==> src/rtl/vppm_pkg.sv <==
// Shared widths, state encoding and the pulse-position rule for the VPPM encoder.
package vppm_pkg;

  localparam int unsigned PeriodW   = 26;  // period / duty / symbol counter width
  localparam int unsigned DataW     = 12;  // data word width
  localparam int unsigned PeriodMin = 2;   // shortest legal symbol, in clk cycles
  localparam int unsigned BitsW     = $clog2(DataW + 1);

  typedef enum logic [0:0] {
    StIdle = 1'b0,  // filler symbols keep the dimming level
    StSend = 1'b1   // data symbols
  } vppm_state_e;

  // Bit 0 pulses at the start of the symbol, bit 1 at the end; both are high for d cycles.
  // d <= p is guaranteed by the caller, so p - d cannot underflow.
  function automatic logic pulse_level(input logic               sym_bit,
                                       input logic [PeriodW-1:0] cnt,
                                       input logic [PeriodW-1:0] p,
                                       input logic [PeriodW-1:0] d);
    return sym_bit ? (cnt >= (p - d)) : (cnt < d);
  endfunction

endpackage

==> src/rtl/vppm_symbol_timer.sv <==
// Free-running symbol counter with per-symbol period/duty capture.
//   clk_i, rst_ni     : clock, synchronous active-low reset
//   period_i, duty_i  : requested symbol length / pulse width, sampled at cnt 0
//   cnt_o             : position within the current symbol
//   sym_p_o, sym_d_o  : clamped period/duty in force for the current symbol
//   sym_end_o         : combinational, high on the last cycle of the symbol
//   sym_tick_o        : sym_end_o registered (aligned with the registered LED output)
module vppm_symbol_timer
  import vppm_pkg::*;
(
  input  logic               clk_i,
  input  logic               rst_ni,
  input  logic [PeriodW-1:0] period_i,
  input  logic [PeriodW-1:0] duty_i,
  output logic [PeriodW-1:0] cnt_o,
  output logic [PeriodW-1:0] sym_p_o,
  output logic [PeriodW-1:0] sym_d_o,
  output logic               sym_end_o,
  output logic               sym_tick_o
);

  logic [PeriodW-1:0] cnt_q, cnt_d;
  logic [PeriodW-1:0] p_q, d_q;
  logic [PeriodW-1:0] p_clamp, d_clamp;
  logic               sym_tick_q;

  always_comb begin
    p_clamp = (period_i < PeriodW'(PeriodMin)) ? PeriodW'(PeriodMin) : period_i;
    d_clamp = (duty_i > p_clamp) ? p_clamp : duty_i;
    // On the first cycle of a symbol the captured values are not yet in the
    // registers, so the live clamped inputs stand in for them.
    sym_p_o   = (cnt_q == '0) ? p_clamp : p_q;
    sym_d_o   = (cnt_q == '0) ? d_clamp : d_q;
    sym_end_o = (cnt_q == (sym_p_o - PeriodW'(1)));
    cnt_d     = sym_end_o ? '0 : (cnt_q + PeriodW'(1));
  end

  always_ff @(posedge clk_i) begin
    if (!rst_ni) begin
      cnt_q      <= '0;
      p_q        <= PeriodW'(PeriodMin);
      d_q        <= '0;
      sym_tick_q <= 1'b0;
    end else begin
      cnt_q      <= cnt_d;
      sym_tick_q <= sym_end_o;
      if (cnt_q == '0) begin
        p_q <= p_clamp;
        d_q <= d_clamp;
      end
    end
  end

  assign cnt_o      = cnt_q;
  assign sym_tick_o = sym_tick_q;

endmodule

==> src/rtl/vppm_encoder.sv <==
// VPPM line encoder: one-word holding register, MSB-first shifter and the
// pulse-position output rule. Filler (bit 0) symbols are sent while idle so the
// average LED duty stays at D/P.
//   clk_i, rst_ni            : clock, synchronous active-low reset
//   period_i, duty_i         : symbol length / pulse width in clk cycles
//   data_in_i, data_valid_i  : word to send; transfer when data_ready_o is also high
//   data_ready_o             : holding register empty
//   vppm_out_o               : registered LED drive
//   sym_tick_o, word_done_o  : one-cycle pulses on the last output cycle of a symbol / word
//   busy_o                   : data (not filler) symbols on the output
module vppm_encoder
  import vppm_pkg::*;
(
  input  logic               clk_i,
  input  logic               rst_ni,
  input  logic [PeriodW-1:0] period_i,
  input  logic [PeriodW-1:0] duty_i,
  input  logic [DataW-1:0]   data_in_i,
  input  logic               data_valid_i,
  output logic               data_ready_o,
  output logic               vppm_out_o,
  output logic               sym_tick_o,
  output logic               word_done_o,
  output logic               busy_o
);

  logic [PeriodW-1:0] cnt, sym_p, sym_d;
  logic               sym_end;

  vppm_symbol_timer u_timer (
    .clk_i      (clk_i),
    .rst_ni     (rst_ni),
    .period_i   (period_i),
    .duty_i     (duty_i),
    .cnt_o      (cnt),
    .sym_p_o    (sym_p),
    .sym_d_o    (sym_d),
    .sym_end_o  (sym_end),
    .sym_tick_o (sym_tick_o)
  );

  vppm_state_e        state_q, state_d;
  logic [DataW-1:0]   hold_q, hold_d;
  logic               hold_full_q, hold_full_d;
  logic [DataW-1:0]   shift_q, shift_d;
  logic [BitsW-1:0]   bits_left_q, bits_left_d;
  logic               ready_q, vppm_q, done_q, busy_q;
  logic               accept, word_end, sym_bit, vppm_d;

  // ready_q tracks !hold_full one cycle behind the reset release, which keeps
  // the handshake closed on the first cycle out of reset.
  assign accept = data_valid_i && ready_q;

  always_comb begin
    state_d     = state_q;
    hold_d      = hold_q;
    hold_full_d = hold_full_q;
    shift_d     = shift_q;
    bits_left_d = bits_left_q;
    word_end    = 1'b0;

    if (sym_end) begin
      unique case (state_q)
        StIdle: begin
          if (hold_full_q) begin
            state_d     = StSend;
            shift_d     = hold_q;
            bits_left_d = BitsW'(DataW);
            hold_full_d = 1'b0;
          end
        end
        StSend: begin
          if (bits_left_q > BitsW'(1)) begin
            shift_d     = {shift_q[DataW-2:0], 1'b0};
            bits_left_d = bits_left_q - BitsW'(1);
          end else begin
            word_end = 1'b1;
            if (hold_full_q) begin
              // Back-to-back word: no filler symbol in between.
              shift_d     = hold_q;
              bits_left_d = BitsW'(DataW);
              hold_full_d = 1'b0;
            end else begin
              state_d     = StIdle;
              bits_left_d = '0;
            end
          end
        end
        default: ;
      endcase
    end

    // Cannot collide with the hold->shifter move: accept needs hold empty.
    if (accept) begin
      hold_d      = data_in_i;
      hold_full_d = 1'b1;
    end
  end

  assign sym_bit = (state_q == StSend) && shift_q[DataW-1];
  assign vppm_d  = pulse_level(sym_bit, cnt, sym_p, sym_d);

  always_ff @(posedge clk_i) begin
    if (!rst_ni) begin
      state_q     <= StIdle;
      hold_q      <= '0;
      hold_full_q <= 1'b0;
      shift_q     <= '0;
      bits_left_q <= '0;
      ready_q     <= 1'b0;
      vppm_q      <= 1'b0;
      done_q      <= 1'b0;
      busy_q      <= 1'b0;
    end else begin
      state_q     <= state_d;
      hold_q      <= hold_d;
      hold_full_q <= hold_full_d;
      shift_q     <= shift_d;
      bits_left_q <= bits_left_d;
      ready_q     <= !hold_full_d;
      vppm_q      <= vppm_d;
      done_q      <= word_end;
      // Registered alongside vppm_q so busy lines up with the symbols on the wire.
      busy_q      <= (state_q == StSend);
    end
  end

  assign data_ready_o = ready_q;
  assign vppm_out_o   = vppm_q;
  assign word_done_o  = done_q;
  assign busy_o       = busy_q;

endmodule

==> config.mk <==
export PLATFORM = sky130hd
export DESIGN_NAME = vppm_encoder
export DESIGN_NICKNAME = d
export VERILOG_FILES = /design/src/rtl/vppm_pkg.sv /design/src/rtl/vppm_symbol_timer.sv /design/src/rtl/vppm_encoder.sv
export SDC_FILE = /design/constraint.sdc
export NUM_CORES = 1
export LEC_CHECK = 0
export CAP_MARGIN = 20
export CORE_MARGIN = 5
export CORE_UTILIZATION = 59
export DETAILED_ROUTE_END_ITERATION = 8
export PLACE_DENSITY = 0.77
export SLEW_MARGIN = 10
export SYNTH_ARGS = -nofsm -noshare
export SYNTH_HDL_FRONTEND = slang
export SYNTH_SLANG_ARGS = --single-unit
==> constraint.sdc <==
create_clock -name clk_i -period 12.35 [get_ports clk_i]
set_input_delay 3.705 -clock clk_i [delete_from_list [all_inputs] [get_ports clk_i]]
set_output_delay 3.705 -clock clk_i [all_outputs]
set_load 0.02 [all_outputs]
Word-level counts from Yosys, hierarchy flattened
Cells that the tools add are included.
{"block": "word_totals", "in_bits": 67, "reg_bits": 113, "out_inout_bits": 5, "wordCells": 53}
{"block": "op_classes", "add_sub_neg": 4, "eq_ne": 2, "reduce_logical": 7, "n_mux": 20, "n_bitwise": 2, "magnitude_cmp": 5}
{"op": "$mux 26", "count": 4}
{"op": "$add 26x1->26 const B", "count": 1}
{"op": "$eq 26x26->1", "count": 1}
{"op": "$ge 26x26->1", "count": 1}
{"op": "$gt 26x26->1", "count": 1}
{"op": "$logic_not 26->1", "count": 1}
{"op": "$lt 26x2->1 const B", "count": 1}
{"op": "$lt 26x26->1", "count": 1}
{"op": "$sub 26x1->26 const B", "count": 1}
{"op": "$sub 26x26->26", "count": 1}
{"op": "$mux 12", "count": 2}
{"op": "$pmux 12 s2", "count": 1}
{"op": "$mux 4", "count": 3}
{"op": "$pmux 4 s2", "count": 1}
{"op": "$mux 1", "count": 7}
{"op": "$gt 4x1->1 const B", "count": 1}
{"op": "$pmux 1 s2", "count": 2}
{"op": "$sub 4x1->4 const B", "count": 1}
{"op": "$reduce_and 3->1", "count": 1}
{"op": "$logic_and 1x1->1", "count": 2}
{"op": "$ne 2x2->1 const B", "count": 1}
{"op": "$not 1->1", "count": 2}
{"op": "$reduce_and 2->1", "count": 1}
{"op": "$reduce_or 2->1", "count": 1}
{"op": "$logic_not 1->1", "count": 1}

Logic depth before layout (Yosys ltp)
Gate-level depths: netlist of run 1.
{"block": "depth", "word_depth": 8, "mapped_depth": 35, "mapped_depth_nobuf": 33}

Modules after synthesis
A second synthesis of run 1 with hierarchy kept.
{"block": "hier_totals", "hier_cells": 1264, "hier_area_um2": 9810.7}
{"mod": "vppm_symbol_timer", "area_each_um2": 5930.7, "cells_per_inst": 761, "seq_area_each_um2": 1581.5, "instances": 1}
{"mod": "vppm_encoder", "area_each_um2": 3880.0, "cells_per_inst": 503, "seq_area_each_um2": 680.7, "instances": 1}

Worst setup path after synthesis of run 1
Ideal clock, no wire load.
{"block": "synth_timing", "path_type": "input to register", "startpoint": "in period_i[8]", "endpoint": "reg vppm_q, in the netlist vppm_out_o", "arrival_ns": 10.505, "setup_ns": 0.129, "stages": 34, "t_required_ns": 12.221, "path_buffers": 1, "slack_ns": 1.716, "cell_sequence": "or4_4 -> nor4_4 -> a31oi_2 -> ha_1 -> nand2b_1 -> a211oi_1 -> a2111oi_0 -> nor4b_2 -> nor2_1 -> clkbuf_1 -> nor2_1 -> a21oi_1 -> o21ai_0 -> inv_1 -> ha_1 -> nor2b_1 -> o21a_1 -> nor2_1 -> a211oi_1 -> or4_1 -> o311ai_1 -> o311ai_0 -> a21oi_1 -> a31oi_1 -> a221o_1 -> a21oi_1 -> xor2_1 -> ha_1 -> a21o_1 -> a21o_1 -> a21oi_1 -> o221ai_1 -> a21oi_1 -> nand3_1"}
{"block": "synth_via", "elab_chain_len": 8, "elab_cells_between_ends": 10, "classes_between": "add/sub (1); order compare (4); mux (5)"}
{"item": "start, declared", "line_no": "vppm_encoder.sv:16", "rtl": "input logic [PeriodW-1:0] period_i,"}
{"item": "$lt 26x2->1", "line_no": "vppm_symbol_timer.sv:28", "rtl": "p_clamp = (period_i < PeriodW'(PeriodMin)) ? PeriodW'(PeriodMin) : period_i;"}
{"item": "$mux 26 *", "line_no": "vppm_symbol_timer.sv:28"}
{"item": "$gt 26x26->1", "line_no": "vppm_symbol_timer.sv:29", "rtl": "d_clamp = (duty_i > p_clamp) ? p_clamp : duty_i;"}
{"item": "$mux 26 *", "line_no": "vppm_symbol_timer.sv:29"}
{"item": "$mux 26 *", "line_no": "vppm_symbol_timer.sv:33", "rtl": "sym_d_o = (cnt_q == '0) ? d_clamp : d_q;"}
{"item": "named net sym_d[1]", "line_no": "vppm_encoder.sv:27", "rtl": "logic [PeriodW-1:0] cnt, sym_p, sym_d;"}
{"item": "$sub 26x26->26", "line_no": "vppm_pkg.sv:20", "rtl": "return sym_bit ? (cnt >= (p - d)) : (cnt < d);"}
{"item": "$ge 26x26->1", "line_no": "vppm_pkg.sv:20"}
{"item": "$mux 1 *", "line_no": "vppm_pkg.sv:20"}
{"item": "end signal, assigned", "line_no": "vppm_encoder.sv:121", "rtl": "vppm_q <= vppm_d;"}
{"item": "end, declared", "line_no": "vppm_encoder.sv:47", "rtl": "logic ready_q, vppm_q, done_q, busy_q;"}
Mark *: on every way through the listed nets, which the timed path passes. The rest lies on a longest branch.
A chain may end at the register's enable or synchronous reset.

Final worst setup path of run 1
{"block": "layout_timing", "startpoint": "in period_i[21]", "endpoint": "reg vppm_q, in the netlist vppm_out_o"}
The elaborated chain is that of the path after synthesis.

==> flow_summary.toml, run 1 <==
[detailed_routing]
viasPerCell = 6.114
drtIter0Drc = 901
firstDrtPassIters = 6
ant_nets = 0
wl_um = 27430
post_drt_wl_per_cell_um = 18.23
drc = 0
vias = 9195

[floorplanning]
io_pins = 72
die_area_sq_um = 18640
core_area_sq_um = 15770
die_w_um = 136.5
start_util = 0.5990
num_rows = 46
die_y_um = 136.5

[yosys]
synth_nets = 1397
syn_area_sq_um = 9447
ys_types = 81
synth.ff_latch_count = 113
ys.flop_type = "dfxtp_1"
async_flop_share = 0
synth_edf_count = 0
netlist_top_cells_area = "dfxtp_1, ha_1, a21oi_1"
yosys_warnings = 0
ys_seq_area_frac = 0.2395
synth_largest_area_cell = "dfxtp_1"
synthCells = 1232
syn_area_per_cell_sq_um = 7.668
yosys.area.top_type_share = 0.2395

[clock_tree]
clk_pin_slew_ns = 0.05
hold_buffers = 0
clock_latency_ns = 0.42
cts_setup_buffers = 0
cts_made_buffers = 17
cts.sinks = 113
cts_resized = 0
tritoncts = "built"
clock-root-buffer = "clkbuf_16"
htree_levels = 4
clockBufferDepth = 2

[power]
p_sw_w = 0.0005893
p_comb_frac = 0.418
p_leak_nw = 4.640
power_density_nw_per_um2 = 145.0
p_clk_frac = 0.323
vdd_ir_drop_max_uv = 100.3
seq_power_share = 0.259
power.internal_w = 0.0009837
swShare = 0.3747

[run]
max_cap_violations = 0

[min_path]
hold_start = "hold_q[5]"
hold_class = "flip-flop to flip-flop"

[critical_path]
critPathCaptureType = "flip-flop"
critPathMaxStageDelay_ns = 0.71
crit_slowest_cell = "nor4b_2"
crit_family = "compound AO/OA/AOI/OAI gates"
critPathBufInv = 3
critPathLaunchType = "primary input"
critical_path_class = "primary input to flip-flop"
crit_start = "period_i[21]"
cp.arrival_ns = 11.88
worst_path_most_repeated_cell = "a21oi_1"
critical_path.max_fanout = 13
r2r_start = "u_timer.cnt_o[0]"
cp_data_required_time_ns = 12.63

[sta]
worst_pin_slew_ns = 0.9745
setup-tns-final_ns = 0
slew_viol_final = 0
grt_setup_unrepaired = "no"
finalCriticalPeriod_ns = 11.61
finalCritPeriodShare = 0.9397
skew_ns = 0.01086
hold_viol_final = 0
clock.fmax_mhz = 86.17
maxSlewHeadroom = 0.3480
finalSetupViolCount = 0
worst_hold_slack_ns = 0.4528
fin_ws_ns = 0.7447

[global_route]
grtUsageTotal = 0.2941
grt_pass1_vias = 8680
grt_remaining_overflow = 0
grt_pass1_wl_um = 43400
antenna_found_initial = 0
grt_start_max_net_pins = 65

[place]
gp_congestion = 0.9595
dp_hpwl_um = 20430
pre_cts_slack_ns = 0.4672
numPortBuffers = 71
place_area_sq_um = 10230

[cells_and_area]
nets = 1440
drive_gt1_frac = 0.07065
area_growth_syn_to_layout_pct = 14.87
stdcell_area_sq_um = 10850
finalCoreUtilization = 0.6881
antenna_cells = 0

[outcome]
status = "complete, no violations"
cells in the final DEF (no fill, tap or decap), drive strengths merged, types with 7 or more instances in the layout:
cell | Yosys | routed
xnor2 | 61 | 61
buf | 26 | 11
dfxtp | 113 | 113
nand4 | 25 | 25
clkdlybuf4s50 | 0 | 71
nor4 | 18 | 18
or3 | 7 | 7
a21oi | 122 | 122
nor3 | 43 | 43
and2 | 10 | 10
mux2i | 12 | 12
clkbuf | 32 | 18
o31ai | 7 | 7
and4 | 7 | 7
and3 | 12 | 12
nand3 | 29 | 29
nor2 | 145 | 145
a211oi | 9 | 9
o221a | 11 | 11
xor2 | 33 | 33
or4 | 9 | 9
a31oi | 30 | 30
a21o | 20 | 20
nand2 | 127 | 127
inv | 79 | 82
o21a | 7 | 7
ha | 97 | 97
nor2b | 13 | 13
o21ai | 43 | 43
layout make-up:
class	count	area, sq um
Timing Repair Buffer	82	793.3
Sequential cell	113	2262
Tap cell	216	270.3
Fill cell	1399	4918
Multi-Input combinational cell	982	6610
Clock inverter	14	180.2
Clock buffer	18	439.2
Inverter	79	296.5
path summary, 6_finish.rpt:
| kind | end | cells after the start | slack [ns] |
|---|---|---|---|
| setup / recovery | vppm_out_o | 34 | 0.74 |
| hold / removal | hold_q[5] | 2 | 0.45 |
| setup reg to reg | vppm_out_o | 29 | 4.53 |
| hold reg to reg | hold_q[5] | 2 | 0.45 |
per-layer routing:
metal  up-vias  global-route usage  part of all wire
met5         -                   0                 0
met4         0              0.1025             0.025
met3        64             0.06765              0.10
met2       419              0.4608              0.43
met1      4224              0.3982              0.44
li1       4488                   -                 -
synthesized netlist by cell type (4+ instances only):
master / n
a2111oi_0: 6
a211oi_1: 9
a21o_1: 20
a21oi_1: 115
a21oi_2: 5
a31oi_1: 29
and2_1: 10
and3_1: 12
and4_1: 6
buf_1: 6
buf_2: 13
buf_6: 6
clkbuf_1: 32
dfxtp_1: 113
ha_1: 97
inv_1: 79
maj3_1: 5
mux2i_1: 12
nand2_1: 126
nand2b_1: 6
nand3_1: 29
nand4_1: 25
nor2_1: 145
nor2b_1: 13
nor3_1: 40
nor3b_1: 6
nor4_1: 13
o211ai_1: 6
o21a_1: 7
o21ai_0: 41
o221a_2: 11
o31ai_1: 7
or3_1: 7
or4_1: 4
or4_4: 5
xnor2_1: 61
xor2_1: 33
power groups by stage:
stage / Sequential, W / Clock, W / Combinational [W]
6_report: 0.000407 / 0.000509 / 0.000657
5_1_grt: 0.000410 / 0.000530 / 0.000726
4_1_cts: 0.000406 / 0.000514 / 0.000645
3_5_place_dp: 0.000414 / 0 / 0.000636
3_3_place_gp: 0.000413 / 0 / 0.000624
2_1_floorplan: 0.000407 / 0 / 0.000484
stage by stage:
step,cells,total power [W]
after floorplan,1232,0.0008912
final,1504,0.001573
after detailed placement,1472,0.001050
after CTS,1504,0.001566
after global routing,1504,0.001665
after global placement,1472,0.001037
registers in the layout, indices dropped and copies added (netlist names):
register	flops
bits_left_q	4
busy_o	1
data_ready_o	1
hold_full_q	1
hold_q	12
shift_q	12
state_q	1
u_timer.cnt_o	26
u_timer.d_q	26
u_timer.p_q	26
u_timer.sym_tick_o	1
vppm_out_o	1
word_done_o	1
worst min-delay path, delay by kind of cell, from the launching register on:
family / cells / cell delay, ns
DFF: 1 / 0.30
AOI/OAI and AO/OA: 1 / 0.05
and+or+nand+nor: 1 / 0.05
logic make-up (layout without fill, tap and decap cells):
logic type / after synthesis / after routing / share of synthesized area
simple gates: 469 / 469 / 0.2479
flops: 113 / 113 / 0.2395
mux: 12 / 12 / 0.01272
compound gates: 301 / 301 / 0.2083
xor+xnor: 97 / 97 / 0.09430
buf+inv: 137 / 193 / 0.06132
fa+ha+maj: 103 / 103 / 0.1359
(Power assumes the default switching activity.)
==> inputs of run 2 (changes only) <==
Settings changed: CORE_UTILIZATION 59 to 50, PLACE_DENSITY 0.77 to 0.67.
==> run 2 against run 1 <==
  * Combinational power down 1%
  * Critical path depth unchanged
  * Global-route usage down 4.2 points
  * Fmax grew 0.13%
  * Critical endpoint unchanged
  * Clock power fell by 11%
  * Sequential share of layout area grew 0.097 points
  * Worst hold slack gained 0.00089 ns
  * Utilization decreased by 11 points
==> flow_summary.toml, run 2 (synthesis gave the netlist of run 1 again) <==
[floorplanning]
die_area_sq_um = 21740
io_pins = 72
start_util = 0.5067
die_y_um = 147.5
die_w_um = 147.5
num_rows = 50
core_area_sq_um = 18640

[clock_tree]
clockBufferDepth = 2
clk_pin_slew_ns = 0.06
hold_buffers = 0
cts_made_buffers = 17
tritoncts = "built"
cts.sinks = 113
cts_resized = 0
htree_levels = 4
cts_setup_buffers = 0
clock_latency_ns = 0.43
clock-root-buffer = "clkbuf_16"

[cells_and_area]
final_common_cell = "nor2_1"
instances_no_fill = 1522
multi_input_area_sq_um = 6610
area_growth_syn_to_layout_pct = 14.34
drive_gt1_frac = 0.07065
nFillCells = 1792
final-seq-area_sq_um = 2262
nets = 1440
finalCoreUtilization = 0.5794
final_cell_mix = "nor2_1, nand2_1, a21oi_1, dfxtp_1, ha_1"
antenna_cells = 0
stdcell_area_sq_um = 10800

[critical_path]
critPathLaunchType = "primary input"
critPathCaptureType = "flip-flop"
critical_path.max_fanout = 14
cp_data_required_time_ns = 12.63
worst_path_most_repeated_cell = "a21oi_1"
critPathMaxStageDelay_ns = 0.69
cp.arrival_ns = 11.87
reg2reg_slack_ns = 5.31
crit_slowest_cell = "nor4b_2"
critical_path_class = "primary input to flip-flop"

[power]
vdd_ir_drop_max_uv = 105.2
power_density_nw_per_um2 = 139.7
p_leak_nw = 4.611

[sta]
maxSlewHeadroom = 0.3987
grt_setup_unrepaired = "no"
skew_ns = 0.01260
finalSetupViolCount = 0
setup-tns-final_ns = 0
finalCritPeriodShare = 0.9385
finalCriticalPeriod_ns = 11.59
hold_viol_final = 0
worst_pin_slew_ns = 0.9019
slew_viol_final = 0
clock.fmax_mhz = 86.28

[global_route]
grt_pass1_vias = 8373
antenna_found_initial = 0
grtUsageTotal = 0.2522
grt_start_max_net_pins = 78
grt_pass1_wl_um = 44200
grt_remaining_overflow = 0

[detailed_routing]
viasPerCell = 5.972
drtIter0Drc = 682
ant_nets = 0
vias = 9090
drc = 0
wl_um = 27530
firstDrtPassIters = 6
post_drt_wl_per_cell_um = 18.09

[place]
numPortBuffers = 71
dp_hpwl_um = 20900
place_inst = 1490
place_area_sq_um = 10250
gp_congestion = 0.9403

[min_path]
hold_class = "flip-flop to flip-flop"

[outcome]
status = "complete, no violations"

[run]
max_cap_violations = 0
## run 2: changes by cell type in the layout (fill, tap and decap cells not counted), sizes merged
cell / previous run / this run
clkinv: 6 / 8
bufinv: 3 / 0
inv: 82 / 83
## run 2: worst max-delay path: cells and delay by family
| family | cells | cell delay (ns) |
|---|---|---|
| and+or+nand+nor | 8 | 2.22 |
| AOI/OAI and AO/OA | 18 | 3.84 |
| adders and majority gates | 4 | 1.10 |
| buffers and inverters | 3 | 0.83 |
| xor gates and xnor gates | 1 | 0.17 |
## run 2: final timing paths
path / from / to / cells after the start
worst max-delay path: period_i[21] / vppm_out_o / 34
worst min-delay path: hold_q[11] / hold_q[11] / 2
worst max register to register: u_timer.cnt_o[0] / vppm_out_o / 28
worst min register to register: hold_q[11] / hold_q[11] / 2
## run 2: through the flow
stage | setup WS, ns | total power, W | hold slack (ns)
floorplan | 1.716 | 0.0008912 | 0.4363
global placement | 0.6248 | 0.001046 | 0.4441
detailed placement | 0.4784 | 0.001050 | 0.4479
CTS | 0.8599 | 0.001509 | 0.4558
global route | 0.06527 | 0.001610 | 0.4711
finish | 0.7598 | 0.001509 | 0.4537
## run 2: final cells by class
| class | instances | area share |
|---|---|---|
| multi-input cells | 982 | 0.6120 |
| flip-flops and latches | 113 | 0.2094 |
| repair buffers | 82 | 0.07344 |
| clock buffers | 18 | 0.04066 |
| inverters | 79 | 0.02745 |
| well taps | 234 | 0.02711 |
| clock inverters | 14 | 0.009962 |
## run 2: routing by layer
metal / global-route usage / part of all wire / up-vias
met3: 0.04292 / 0.075 / 45
li1: - / - / 4482
met2: 0.3804 / 0.43 / 336
met1: 0.3711 / 0.48 / 4227
met5: 0 / 0 / -
met4: 0.07036 / 0.020 / 0
## run 2: where the power goes
part | leakage (nW) | switching [W] | total, W | internal (W)
clock network | 0.269 | 0.000190 | 0.000453 | 0.000264
registers | 0.922 | 0.0000194 | 0.000407 | 0.000388
logic | 3.42 | 0.000379 | 0.000649 | 0.000269
total | 4.61 | 0.000588 | 0.00151 | 0.000921
==> inputs of run 3 (changes only) <==
Settings changed: CTS_BUF_LIST set to sky130_fd_sc_hd__clkbuf_4 sky130_fd_sc_hd__clkbuf_8 sky130_fd_sc_hd__clkbuf_16.
==> results of run 3 <==
Same layout as run 2: the final DEF is identical, and so are final timing and power.
